===== config.mk =====
export PLATFORM = sky130hd
export DESIGN_NAME = pipeline_hazard_ctrl
export DESIGN_NICKNAME = d
export VERILOG_FILES = /design/src/rtl/pipeline_hazard_ctrl.sv
export SDC_FILE = /design/constraint.sdc
export NUM_CORES = 1
export LEC_CHECK = 0
export BUFFER_PORTS_ARGS = -buffer_cell sky130_fd_sc_hd__buf_2
export CAP_MARGIN = 20
export CORE_UTILIZATION = 45
export CTS_CLUSTER_DIAMETER = 120
export CTS_CLUSTER_SIZE = 25
export DETAILED_ROUTE_END_ITERATION = 16
export PLACE_DENSITY = 0.78
export SLEW_MARGIN = 20
export SYNTH_ARGS = -nofsm -noshare
export SYNTH_HDL_FRONTEND = slang
export SYNTH_SLANG_ARGS = --single-unit

===== constraint.sdc =====
create_clock -name Clk -period 4.4 [get_ports Clk]
set_input_delay 0.44 -clock Clk [delete_from_list [all_inputs] [get_ports Clk]]
set_output_delay 0.44 -clock Clk [all_outputs]
set_load 0.005 [all_outputs]

===== src/rtl/pipeline_hazard_ctrl.sv =====
// Hazard controller for a 5-stage pipe: load-use stalls, taken-branch flushes,
// and a full-pipe freeze while a data-memory access is outstanding.
module pipeline_hazard_ctrl #(
   parameter int unsigned MAX_WAIT = 16,
   parameter int unsigned CNT_W    = 16
) (
   input  logic             Clk,
   input  logic             Rst,
   input  logic             IDEX_MemRead,
   input  logic [4:0]       IDEX_Rt,
   input  logic [4:0]       IFID_Rs,
   input  logic [4:0]       IFID_Rt,
   input  logic             IFID_UsesRt,
   input  logic             EXMEM_Branch,
   input  logic             EXMEM_Zero,
   input  logic             EXMEM_MemReq,
   input  logic             MemReady,
   output logic             PCWrite,
   output logic             PCSrc,
   output logic             IFIDWrite,
   output logic             IDEXWrite,
   output logic             EXMEMWrite,
   output logic             MEMWBWrite,
   output logic             IDEXBubble,
   output logic             FlushIFID,
   output logic             FlushIDEX,
   output logic [CNT_W-1:0] StallCount,
   output logic             MemTimeout
);

   localparam int unsigned WAIT_W = $clog2(MAX_WAIT + 1);

   typedef enum logic {
      RUN      = 1'b0,
      MEM_WAIT = 1'b1
   } state_t;

   state_t            state;
   state_t            state_nxt;
   logic [WAIT_W-1:0] wait_cnt;
   logic              mem_stall;
   logic              taken;
   logic              load_use;

   assign mem_stall = EXMEM_MemReq & ~MemReady;
   assign taken     = EXMEM_Branch & EXMEM_Zero;
   assign load_use  = IDEX_MemRead & (IDEX_Rt != 5'd0) &
                      ((IDEX_Rt == IFID_Rs) | (IFID_UsesRt & (IDEX_Rt == IFID_Rt)));

   // State register
   always_ff @(posedge Clk) begin
      if (Rst) state <= RUN;
      else     state <= state_nxt;
   end

   // Next-state logic: stay frozen while the memory access is outstanding
   always_comb begin
      state_nxt = state;
      unique case (state)
         RUN:      if (mem_stall)  state_nxt = MEM_WAIT;
         MEM_WAIT: if (!mem_stall) state_nxt = RUN;
         default:  state_nxt = RUN;
      endcase
   end

   // Output decode; the MEM_WAIT exit cycle applies the same decode as RUN,
   // so both states share it and mem_stall alone selects the freeze.
   always_comb begin
      PCWrite    = 1'b1;
      PCSrc      = 1'b0;
      IFIDWrite  = 1'b1;
      IDEXWrite  = 1'b1;
      EXMEMWrite = 1'b1;
      MEMWBWrite = 1'b1;
      IDEXBubble = 1'b0;
      FlushIFID  = 1'b0;
      FlushIDEX  = 1'b0;
      if (!Rst) begin
         if (mem_stall) begin
            PCWrite    = 1'b0;
            IFIDWrite  = 1'b0;
            IDEXWrite  = 1'b0;
            EXMEMWrite = 1'b0;
            MEMWBWrite = 1'b0;
         end else if (taken) begin
            PCSrc     = 1'b1;
            FlushIFID = 1'b1;
            FlushIDEX = 1'b1;
         end else if (load_use) begin
            PCWrite    = 1'b0;
            IFIDWrite  = 1'b0;
            IDEXBubble = 1'b1;
         end
      end
   end

   // Wait counter and sticky timeout; timeout never releases the freeze
   always_ff @(posedge Clk) begin
      if (Rst) begin
         wait_cnt   <= '0;
         MemTimeout <= 1'b0;
      end else begin
         unique case (state)
            RUN: wait_cnt <= mem_stall ? WAIT_W'(1) : '0;
            MEM_WAIT: begin
               if (mem_stall) begin
                  if (wait_cnt < WAIT_W'(MAX_WAIT)) wait_cnt <= wait_cnt + WAIT_W'(1);
                  if (wait_cnt == WAIT_W'(MAX_WAIT)) MemTimeout <= 1'b1;
               end else begin
                  wait_cnt <= '0;
               end
            end
            default: wait_cnt <= '0;
         endcase
      end
   end

   // Saturating count of cycles the PC was held
   always_ff @(posedge Clk) begin
      if (Rst)                              StallCount <= '0;
      else if (!PCWrite && StallCount != '1) StallCount <= StallCount + CNT_W'(1);
   end

endmodule


==> impl_metrics.json <==
{
  "outcome": "finished, final reports clean",
  "crit_arrival_ns": 1.95,
  "max_freq_mhz": 418.1,
  "num_io_pins": 49,
  "required_ns": 3.96,
  "p_seq_share_pct": 60.2,
  "cts_buffers": 3,
  "switching_share_pct": 24.06,
  "grt_pass1_wl_um": 5099,
  "fp.dieArea_um2": 3200,
  "clkLatencyLatePin_ns": 0.31,
  "setup_tns_ns": 0,
  "dp_hpwl_um": 2262,
  "die_y_um": 56.57,
  "gr-total-overflow": 0,
  "final.min_clock_period_ns": 2.392,
  "drt-pass1-iter-count": 4,
  "num_rows": 19,
  "via_per_inst": 5.658,
  "cp_slowest_cell": "or4_1",
  "diodes": 0,
  "htreeDepth": 1,
  "cellLeakagePower_nw": 0.6379,
  "cts_resized": 0,
  "start_util_pct": 48.18,
  "ys_types": 46,
  "root_buffer": "clkbuf_4",
  "p_per_area_nw_per_um2": 222.0,
  "drv_cap": 0,
  "rsz0062_at_grt": "no",
  "holdBufCountCts": 0,
  "nNetsFinal": 221,
  "ys.flop_type": "dfxtp_1",
  "synth.most_common_cell": "dfxtp_1",
  "drt-initial-drc-count": 30,
  "synth-edff-count": 0,
  "grt_use_total_pct": 19.85,
  "post-cts-setup-buffers": 0,
  "wire_per_inst_um": 12.87,
  "slew_violations": 0,
  "vias": 1273,
  "synth_top_area_share_pct": 34.36,
  "path_cells": "buf_2, or4_1, o2111a_2, a21oi_2, buf_2",
  "clkSinkCount": 23,
  "slew_headroom_pct": 66.92,
  "clock_power_share_pct": 27.1,
  "synthTopCellsByCount": "23 x dfxtp_1, 11 x nor2_1, 10 x a21oi_1, 10 x xnor2_1, 9 x nand3_1",
  "clock_path_buffers": 2,
  "syn-instance-count": 151,
  "async_flop_share_pct": 0,
  "drtAntennaViolNets": 0,
  "place_congestion": 0.8045,
  "fin_skew_ns": 0.005892,
  "clkTransAtPathRegs_ns": 0.11,
  "crit_top_cell": "buf_2",
  "route.detailed.drc": 0,
  "yosysWarnings": 0,
  "area_growth_pct": 18.02,
  "ir_worst_vdd_v": 0.0002262,
  "ys_top_cells_by_area": "dfxtp_1 34%, xnor2_1 6.5%, a21oi_1 3.7%, nand3_1 3.4%, buf_4 3.4%",
  "ys_seq_area_share_pct": 34.36,
  "worst-setup-path-type": "in -> out",
  "syn_nets": 177,
  "grt_max_degree": 18,
  "hold_violations": 0,
  "antenna_found_initial": 0,
  "fin_cells": 225,
  "hp-class": "reg -> reg",
  "avgSynthCellArea_um2": 8.874,
  "design.core.area_um2": 2781,
  "slowest_delay_ns": 0.52,
  "post-route-util_pct": 56.86,
  "p_int_w": 0.0002666,
  "r2r_cells": 7,
  "io_buffers": 48,
  "finalSetupViolCount": 0,
  "cp-end-kind": "primary output",
  "crit_fanout": 13,
  "cts_tree": "done",
  "die_w_um": 56.57,
  "wl_um": 2895,
  "p_switching_w": 0.00008449,
  "start_kind": "input port",
  "dp.cells": 221,
  "worst_pin_slew_ns": 0.4921,
  "layout-drive-gt1-share_pct": 34.54,
  "grt_pass1_vias": 1153,
  "period_share_pct": 54.36,
  "synth-seq-cells": 23,
  "synth_area_um2": 1340,
  "combPwrFrac_pct": 12.7,
  "synth_largest_area_cell": "dfxtp_1",
  "hold_depth": 1
}
## area by class of cell
cell class | instances | area, um2
well taps | 31 | 38.79
flip-flops and latches | 23 | 460.4
repair buffers | 48 | 240.2
fillers | 255 | 1200
multi-input cells | 111 | 785.8
inverters | 8 | 30.03
clock buffers | 4 | 26.28
## registers in the layout (all words and copies together), names as in the netlist
signal,flops
MemTimeout,1
StallCount,16
state,1
wait_cnt,5
## cells in the final DEF, fill, tap and decap left out, types with 2 or more instances in the layout
cell	n
a21oi_1	10
a21oi_2	2
buf_2	48
clkbuf_4	3
dfxtp_1	23
ha_1	3
inv_1	7
mux2i_1	3
nand2_1	8
nand3_1	9
nand4_1	3
nand4_2	2
nor2_1	11
nor3_1	3
nor4_1	3
o211ai_1	2
o21ai_0	2
o21ai_1	2
o31ai_1	6
or3_1	2
or3_2	2
or4_1	3
or4_2	2
or4b_1	2
xnor2_1	10
xor2_1	3
## kinds of logic (layout without fill, tap and decap cells)
group,after synthesis,count (layout),share of synthesized area [%]
AOI/OAI and AO/OA,30,30,16.06
adders and majority gates,3,3,2.801
muxes,4,4,3.081
xor gates and xnor gates,13,13,8.497
and+or+nand+nor,61,61,28.20
buffers and inverters,17,60,7.003
DFF,23,23,34.36
## critical path: cells and delay by family
kind	cells	cell delay, ns
compound gates	2	0.67
buf+inv	2	0.32
simple gates	1	0.52
## routing by layer
layer	track usage, %	up-vias	routed length, um
met2	35.13	27	1492
met3	4.378	4	125
met1	23.61	601	1244
met4	6.272	0	32
met5	0	-	0
li1	-	641	-
## worst paths after layout
path | startpoint | end | slack (ns)
hold / removal | state | wait_cnt[0] | 0.46
setup reg to reg | StallCount[0] | StallCount[1] | 2.05
hold reg to reg | state | wait_cnt[0] | 0.46
setup / recovery | IDEX_Rt[1] | IFIDWrite | 2.01
## metrics by stage
stage | instance area [um2] | worst slack [ns] | power, W | hold WS, ns
2_1_floorplan | 1340 | 2.321 | 0.0002448 | 0.4320
3_3_place_gp | 1555 | 2.022 | 0.0002589 | 0.4427
3_5_place_dp | 1555 | 1.985 | 0.0002609 | 0.4479
4_1_cts | 1582 | 1.992 | 0.0003552 | 0.4651
5_1_grt | 1582 | 1.852 | 0.0003693 | 0.4982
6_report | 1582 | 2.008 | 0.0003511 | 0.4609
## power groups by stage
| stage | sequential, W | combinational [W] | clock, W |
|---|---|---|---|
| global placement | 0.000216 | 0.0000427 | 0 |
| detailed placement | 0.000216 | 0.0000447 | 0 |
| global route | 0.000212 | 0.0000497 | 0.000108 |
| finish | 0.000212 | 0.0000445 | 0.0000951 |
| floorplan | 0.000216 | 0.0000287 | 0 |
| CTS | 0.000212 | 0.0000449 | 0.0000987 |
(Power assumes the default switching activity.)
